## src/rtl/arima_residual_feeder_if.sv

```systemverilog
// arima_residual_feeder_if: observation/prediction input, MA-stage data/control output and status.
interface arima_residual_feeder_if #(parameter int N = 32);
  logic         x_valid;
  logic [N-1:0] x_data;
  logic [N-1:0] pred_data;
  logic         x_ready;
  logic         flush;
  logic [N-1:0] q_order_in;
  logic [N-1:0] ma_data;
  logic [1:0]   ma_control;
  logic         res_valid;
  logic         warm;
  logic         sat;
  modport master (
    output x_valid, x_data, pred_data, flush, q_order_in,
    input  x_ready, ma_data, ma_control, res_valid, warm, sat
  );
  modport slave (
    input  x_valid, x_data, pred_data, flush, q_order_in,
    output x_ready, ma_data, ma_control, res_valid, warm, sat
  );
endinterface

```

## src/rtl/arima_residual_feeder.sv

```systemverilog
// arima_residual_feeder: saturated innovation x - x_hat feeding the MA stage, with clear/stall/shift sequencing.
module arima_residual_feeder #(
  parameter int N     = 32,
  parameter int Q     = 15,
  parameter int q_max = 10
) (
  input logic clk,
  input logic rst_n,
  arima_residual_feeder_if.slave bus
);
  localparam int CW = $clog2(q_max + 1);
  if (Q < 0 || Q >= N) begin : g_bad_q
    $error("Q must lie in [0, N)");
  end
  typedef enum logic [1:0] {CLR, WAIT, SHIFT} state_t;
  state_t       state;
  logic [1:0]   ma_control;
  logic [N-1:0] ma_data;
  logic [CW-1:0] fill_cnt;
  logic         sat;
  logic [N:0]   diff;
  logic         ovf;
  logic [N-1:0] residual;
  logic [CW-1:0] q_eff;
  logic         accept;
  // N+1-bit difference: the top two bits disagree exactly when the result leaves N-bit range
  assign diff     = {bus.x_data[N-1], bus.x_data} - {bus.pred_data[N-1], bus.pred_data};
  assign ovf      = diff[N] ^ diff[N-1];
  assign residual = ovf ? {diff[N], {(N-1){~diff[N]}}} : diff[N-1:0];
  assign q_eff    = (bus.q_order_in > N'(q_max)) ? CW'(q_max) : bus.q_order_in[CW-1:0];
  assign accept   = bus.x_ready & bus.x_valid;
  assign bus.x_ready    = (state == WAIT) & ~bus.flush;
  assign bus.ma_data    = ma_data;
  assign bus.ma_control = ma_control;
  assign bus.res_valid  = ma_control == 2'b00;
  assign bus.warm       = fill_cnt >= q_eff;
  assign bus.sat        = sat;
  always_ff @(posedge clk or negedge rst_n) begin
    if (!rst_n) begin
      state      <= CLR;
      ma_control <= 2'b11;
      ma_data    <= '0;
      fill_cnt   <= '0;
      sat        <= 1'b0;
    end else if (bus.flush) begin
      state      <= CLR;
      ma_control <= 2'b11;
      ma_data    <= '0;
      fill_cnt   <= '0;
      sat        <= 1'b0;
    end else begin
      case (state)
        CLR: begin
          state      <= WAIT;
          ma_control <= 2'b01;
        end
        WAIT: if (accept) begin
          state      <= SHIFT;
          ma_control <= 2'b00;
          ma_data    <= residual;
          sat        <= sat | ovf;
        end
        SHIFT: begin
          state      <= WAIT;
          ma_control <= 2'b01;
          fill_cnt   <= (fill_cnt == CW'(q_max)) ? fill_cnt : fill_cnt + 1'b1;
        end
        default: begin
          state      <= CLR;
          ma_control <= 2'b11;
        end
      endcase
    end
  end
endmodule

```

## src/flat_wrapper.sv

```systemverilog
// flat-port wrapper written by rule: the top's interface ports become plain ports
module arima_residual_feeder_flat 
#(
  parameter int N     = 32,
  parameter int Q     = 15,
  parameter int q_max = 10
)
  (clk, rst_n, bus_x_valid, bus_x_data, bus_pred_data, bus_flush, bus_q_order_in, bus_x_ready, bus_ma_data, bus_ma_control, bus_res_valid, bus_warm, bus_sat);
  arima_residual_feeder_if #(.N(N)) bus_i ();
  input logic clk;
  input logic rst_n;
  input wire logic [$bits(bus_i.x_valid)-1:0] bus_x_valid;
  input wire logic [$bits(bus_i.x_data)-1:0] bus_x_data;
  input wire logic [$bits(bus_i.pred_data)-1:0] bus_pred_data;
  input wire logic [$bits(bus_i.flush)-1:0] bus_flush;
  input wire logic [$bits(bus_i.q_order_in)-1:0] bus_q_order_in;
  output wire logic [$bits(bus_i.x_ready)-1:0] bus_x_ready;
  output wire logic [$bits(bus_i.ma_data)-1:0] bus_ma_data;
  output wire logic [$bits(bus_i.ma_control)-1:0] bus_ma_control;
  output wire logic [$bits(bus_i.res_valid)-1:0] bus_res_valid;
  output wire logic [$bits(bus_i.warm)-1:0] bus_warm;
  output wire logic [$bits(bus_i.sat)-1:0] bus_sat;
  assign bus_i.x_valid = bus_x_valid;
  assign bus_i.x_data = bus_x_data;
  assign bus_i.pred_data = bus_pred_data;
  assign bus_i.flush = bus_flush;
  assign bus_i.q_order_in = bus_q_order_in;
  assign bus_x_ready = bus_i.x_ready;
  assign bus_ma_data = bus_i.ma_data;
  assign bus_ma_control = bus_i.ma_control;
  assign bus_res_valid = bus_i.res_valid;
  assign bus_warm = bus_i.warm;
  assign bus_sat = bus_i.sat;
  arima_residual_feeder #(.N(N), .Q(Q), .q_max(q_max)) u_core (.clk(clk), .rst_n(rst_n), .bus(bus_i));
endmodule
```

## config.mk

```make
export PLATFORM = sky130hd
export DESIGN_NAME = arima_residual_feeder_flat
export DESIGN_NICKNAME = d
export VERILOG_FILES = /design/src/rtl/arima_residual_feeder_if.sv /design/src/rtl/arima_residual_feeder.sv /design/src/flat_wrapper.sv
export SDC_FILE = /design/constraint.sdc
export NUM_CORES = 1
export LEC_CHECK = 0
export BUFFER_PORTS_ARGS = -buffer_cell sky130_fd_sc_hd__buf_4
export CELL_PAD_IN_SITES_DETAIL_PLACEMENT = 1
export CELL_PAD_IN_SITES_GLOBAL_PLACEMENT = 1
export CORE_MARGIN = 2
export CORE_UTILIZATION = 39
export CTS_BUF_LIST = sky130_fd_sc_hd__clkbuf_4 sky130_fd_sc_hd__clkbuf_8 sky130_fd_sc_hd__clkbuf_16
export CTS_CLUSTER_DIAMETER = 60
export DETAILED_ROUTE_END_ITERATION = 7
export HOLD_SLACK_MARGIN = 0.12
export MAX_ROUTING_LAYER = met4
export PLACE_DENSITY = 0.92
export SYNTH_ARGS = -nofsm -noshare
export SYNTH_HDL_FRONTEND = slang
export SYNTH_SLANG_ARGS = --single-unit
```

## constraint.sdc

```tcl
create_clock -name clk -period 4.6 [get_ports clk]
set_clock_uncertainty 0.1 [all_clocks]
set_input_delay 0.46 -clock clk [delete_from_list [all_inputs] [get_ports clk]]
set_output_delay 0.46 -clock clk [all_outputs]
set_load 0.03 [all_outputs]
```

==> results.txt <==
Status - finished clean
Routed vias/inst - 5.464
Final-report setup violation count - 0
H-tree levels - 2
CP startpoint kind - input pin
Grt ovf - 0
Ys async rst share - 100.0%
FF-to-FF setup slack - 2.56 ns
Core area - 9284 um^2
Initial drt markers - 125
Port Buffer Count - 137
Fin. max-slew vios - 0
DP Wirelength - 9741 um
Synth area leader - dfrtp_1
Mapped Area - 3750 um^2
Fillers - 1174
Die Wd - 102.1 um
Critical path class - in2reg
GPL Wtd Cong - 0.9036
Multi-input gate area - 2447 um^2
Req. time, crit path - 4.72 ns
Num ports - 138
Die Ht - 102.1 um
Synth top area share - 26.03%
Final net count - 751
CTS tree - yes
Area Overhead vs Synth - 33.13%
CTS max path bufs - 2
Share of cells above drive strength 1 - 26.26%
Start point of the worst hold path - bus_x_valid
#FFs+latches synth - 41
Antenna violations before repair - 0
CTS clk-pin slew, worst paths - 0.08 ns
Yosys warning total - 0
Starting Density - 40.39%
Count of cell types in the netlist - 57
Most frequent cells in the layout - 140 x buf_4, 54 x inv_1, 50 x nand2_1, 49 x nor2_1, 39 x dfrtp_1
Root Driver - clkbuf_8
Number of synthesized flops with an enable pin - 0
Most common cell after layout, fill and taps aside - buf_4
CTS Sinks - 41
Die Area - 10420 um^2
Cell area after layout - 4992 um^2
CP Max Fanout - 23
Slew margin rel. - 61.62%
Pleak - 2.524 nW
Global Route Usage Sum - 24.61%
Power Density - 247.9 nW/um^2
Worst Tran Pin Value - 0.5753 ns
Synth top area cells - dfrtp_1 26%, ha_1 13%, inv_1 5.4%, nand2_1 5.0%, nor2_1 5.0%
Synth Instances - 482
Diodes inserted - 0
Hold Fails Final Rpt - 0
# Post-CTS Setup Buffers - 0
Wire length per cell - 16.38 um
FP Rows - 35
Routed WL - 12160 um
Vias in the first global route - 4353
CTS buffer count - 5
Pre-antenna DRT Iters - 5
RSZ-0062 raised after global routing - no
Peak supply drop - 0.1314 mV
Drt drc - 0
Maxcap violations - 0
Critical path origin - bus_pred_data[4]
Seq. cell area - 1028 um^2
Setup TNS - 0 ns
Top_reg_cell synth - dfrtp_1
First-pass GRT wire length - 19970 um
Syn nets - 621
Fmax - 278.1 MHz
Antenna Nets Post-Route - 0
Min-Delay Path Class - in2reg
Sequential element share of the synthesized area - 27.43%
Pin count of the biggest net entering global routing - 42
Avg Inst Size Synth - 7.780 um^2
Min Tclk post-route - 3.596 ns
Period utilization - 78.18%
Via Count - 4054
Worst Path Arrival - 3.72 ns
Worst skew pair latency - 0.31 ns
Critical path capture point type - register
R2R Path Start - u_core.state[0]$_DFFE_PN0P_
Placed Area - 4891 um^2
==> cells by family (layout without fill, tap and decap cells) <==
| logic type | after synthesis | count (layout) | share of synthesized area, % |
|---|---|---|---|
| adders and majority gates | 40 | 40 | 13.48 |
| DFF | 41 | 41 | 27.43 |
| xor gates and xnor gates | 28 | 28 | 6.540 |
| and+or+nand+nor | 160 | 160 | 19.89 |
| buffers and inverters | 72 | 203 | 7.674 |
| AOI/OAI and AO/OA | 141 | 141 | 24.99 |
==> per-stage QoR <==
stage	util, %	hold WS [ns]	std cells	power, mW	setup slack [ns]
final	53.77	0.2734	742	1.238	1.004
after floorplan	-	0.06441	482	0.7751	1.470
after global routing	53.77	0.2753	742	1.316	0.7392
after detailed placement	52.68	0.3863	733	0.9798	0.7728
after global placement	52.68	0.3669	733	0.9595	0.9034
after CTS	53.77	0.2707	742	1.239	1.030
==> worst paths after layout <==
| kind | to | cells after the start |
|---|---|---|
| max | u_core.bus.ma_data[28]$_DFFE_PN0P_ | 13 |
| min | u_core.bus.ma_control[0]$_DFFE_PN1P_ | 2 |
| max reg2reg | u_core.bus.ma_data[28]$_DFFE_PN0P_ | 6 |
| min reg2reg | u_core.bus.ma_data[29]$_DFFE_PN0P_ | 2 |
| max in group asynchronous | u_core.bus.ma_control[0]$_DFFE_PN1P_ | 2 |
| min in group asynchronous | u_core.bus.ma_data[31]$_DFFE_PN0P_ | 2 |
==> sequential cells by signal, indices dropped and copies added (netlist names) <==
register,count
u_core.bus.ma_control,2
u_core.bus.ma_data,32
u_core.bus.sat,1
u_core.fill_cnt,4
u_core.state,2
==> layout make-up <==
cell class | count | share of cell area [%]
Clock buffer | 5 | 1.378
Clock inverter | 3 | 0.4511
Inverter | 54 | 4.060
Multi-Input combinational cell | 369 | 49.02
Sequential cell | 41 | 20.60
Tap cell | 129 | 3.233
Timing Repair Buffer | 141 | 21.25
==> repair_timing <==
| action | 4_1_cts | 5_1_grt |
|---|---|---|
| resized for setup | 0 | 0 |
| hold buffers | 1 | 0 |
| endpoints found under the hold margin | 39 | 0 |
==> cell usage after synthesis, types with 2 or more instances <==
master	instances
inv_1	54
nand2_1	50
nor2_1	50
dfrtp_1	39
ha_1	38
o21ai_1	36
a21oi_1	29
xnor2_1	18
nand3_1	14
o21ai_0	14
a21o_1	12
nor4_1	10
xor2_1	10
clkbuf_1	9
buf_2	8
o211ai_1	8
nand2b_1	7
nand4_1	6
a211oi_1	5
o21bai_1	5
o31ai_1	5
and2_1	4
nand3b_1	4
a31oi_1	3
nor2b_1	3
nor3_1	3
o21a_1	3
a2111oi_0	2
and3_1	2
dfstp_2	2
nor3b_1	2
o221ai_1	2
==> per-layer routing <==
layer	wire length [um]	share of wire [%]	GRT usage [%]	up-vias
met5	0	0	-	-
met4	228	1.9	7.385	0
met3	654	5.4	3.557	22
met2	6044	50	42.91	142
met1	5230	43	29.47	1947
li1	-	-	-	1943
==> critical path: stages <==
cell,delay [ns]
buf_4,0.08
inv_1,0.03
ha_1,0.34
a211oi_1,0.27
nor2_1,0.09
a311oi_2,0.39
o21ai_2,0.19
a21oi_1,0.39
o21ai_1,0.29
xor2_2,0.53
buf_4,0.38
a21oi_1,0.10
o21ai_1,0.17
==> report_power, final <==
part	switching, mW	internal (mW)	total [mW]
Clock	0.150	0.108	0.258
Sequential	0.0227	0.389	0.412
Combinational	0.332	0.237	0.568
Total	0.504	0.734	1.24
(Power assumes the default switching activity.)
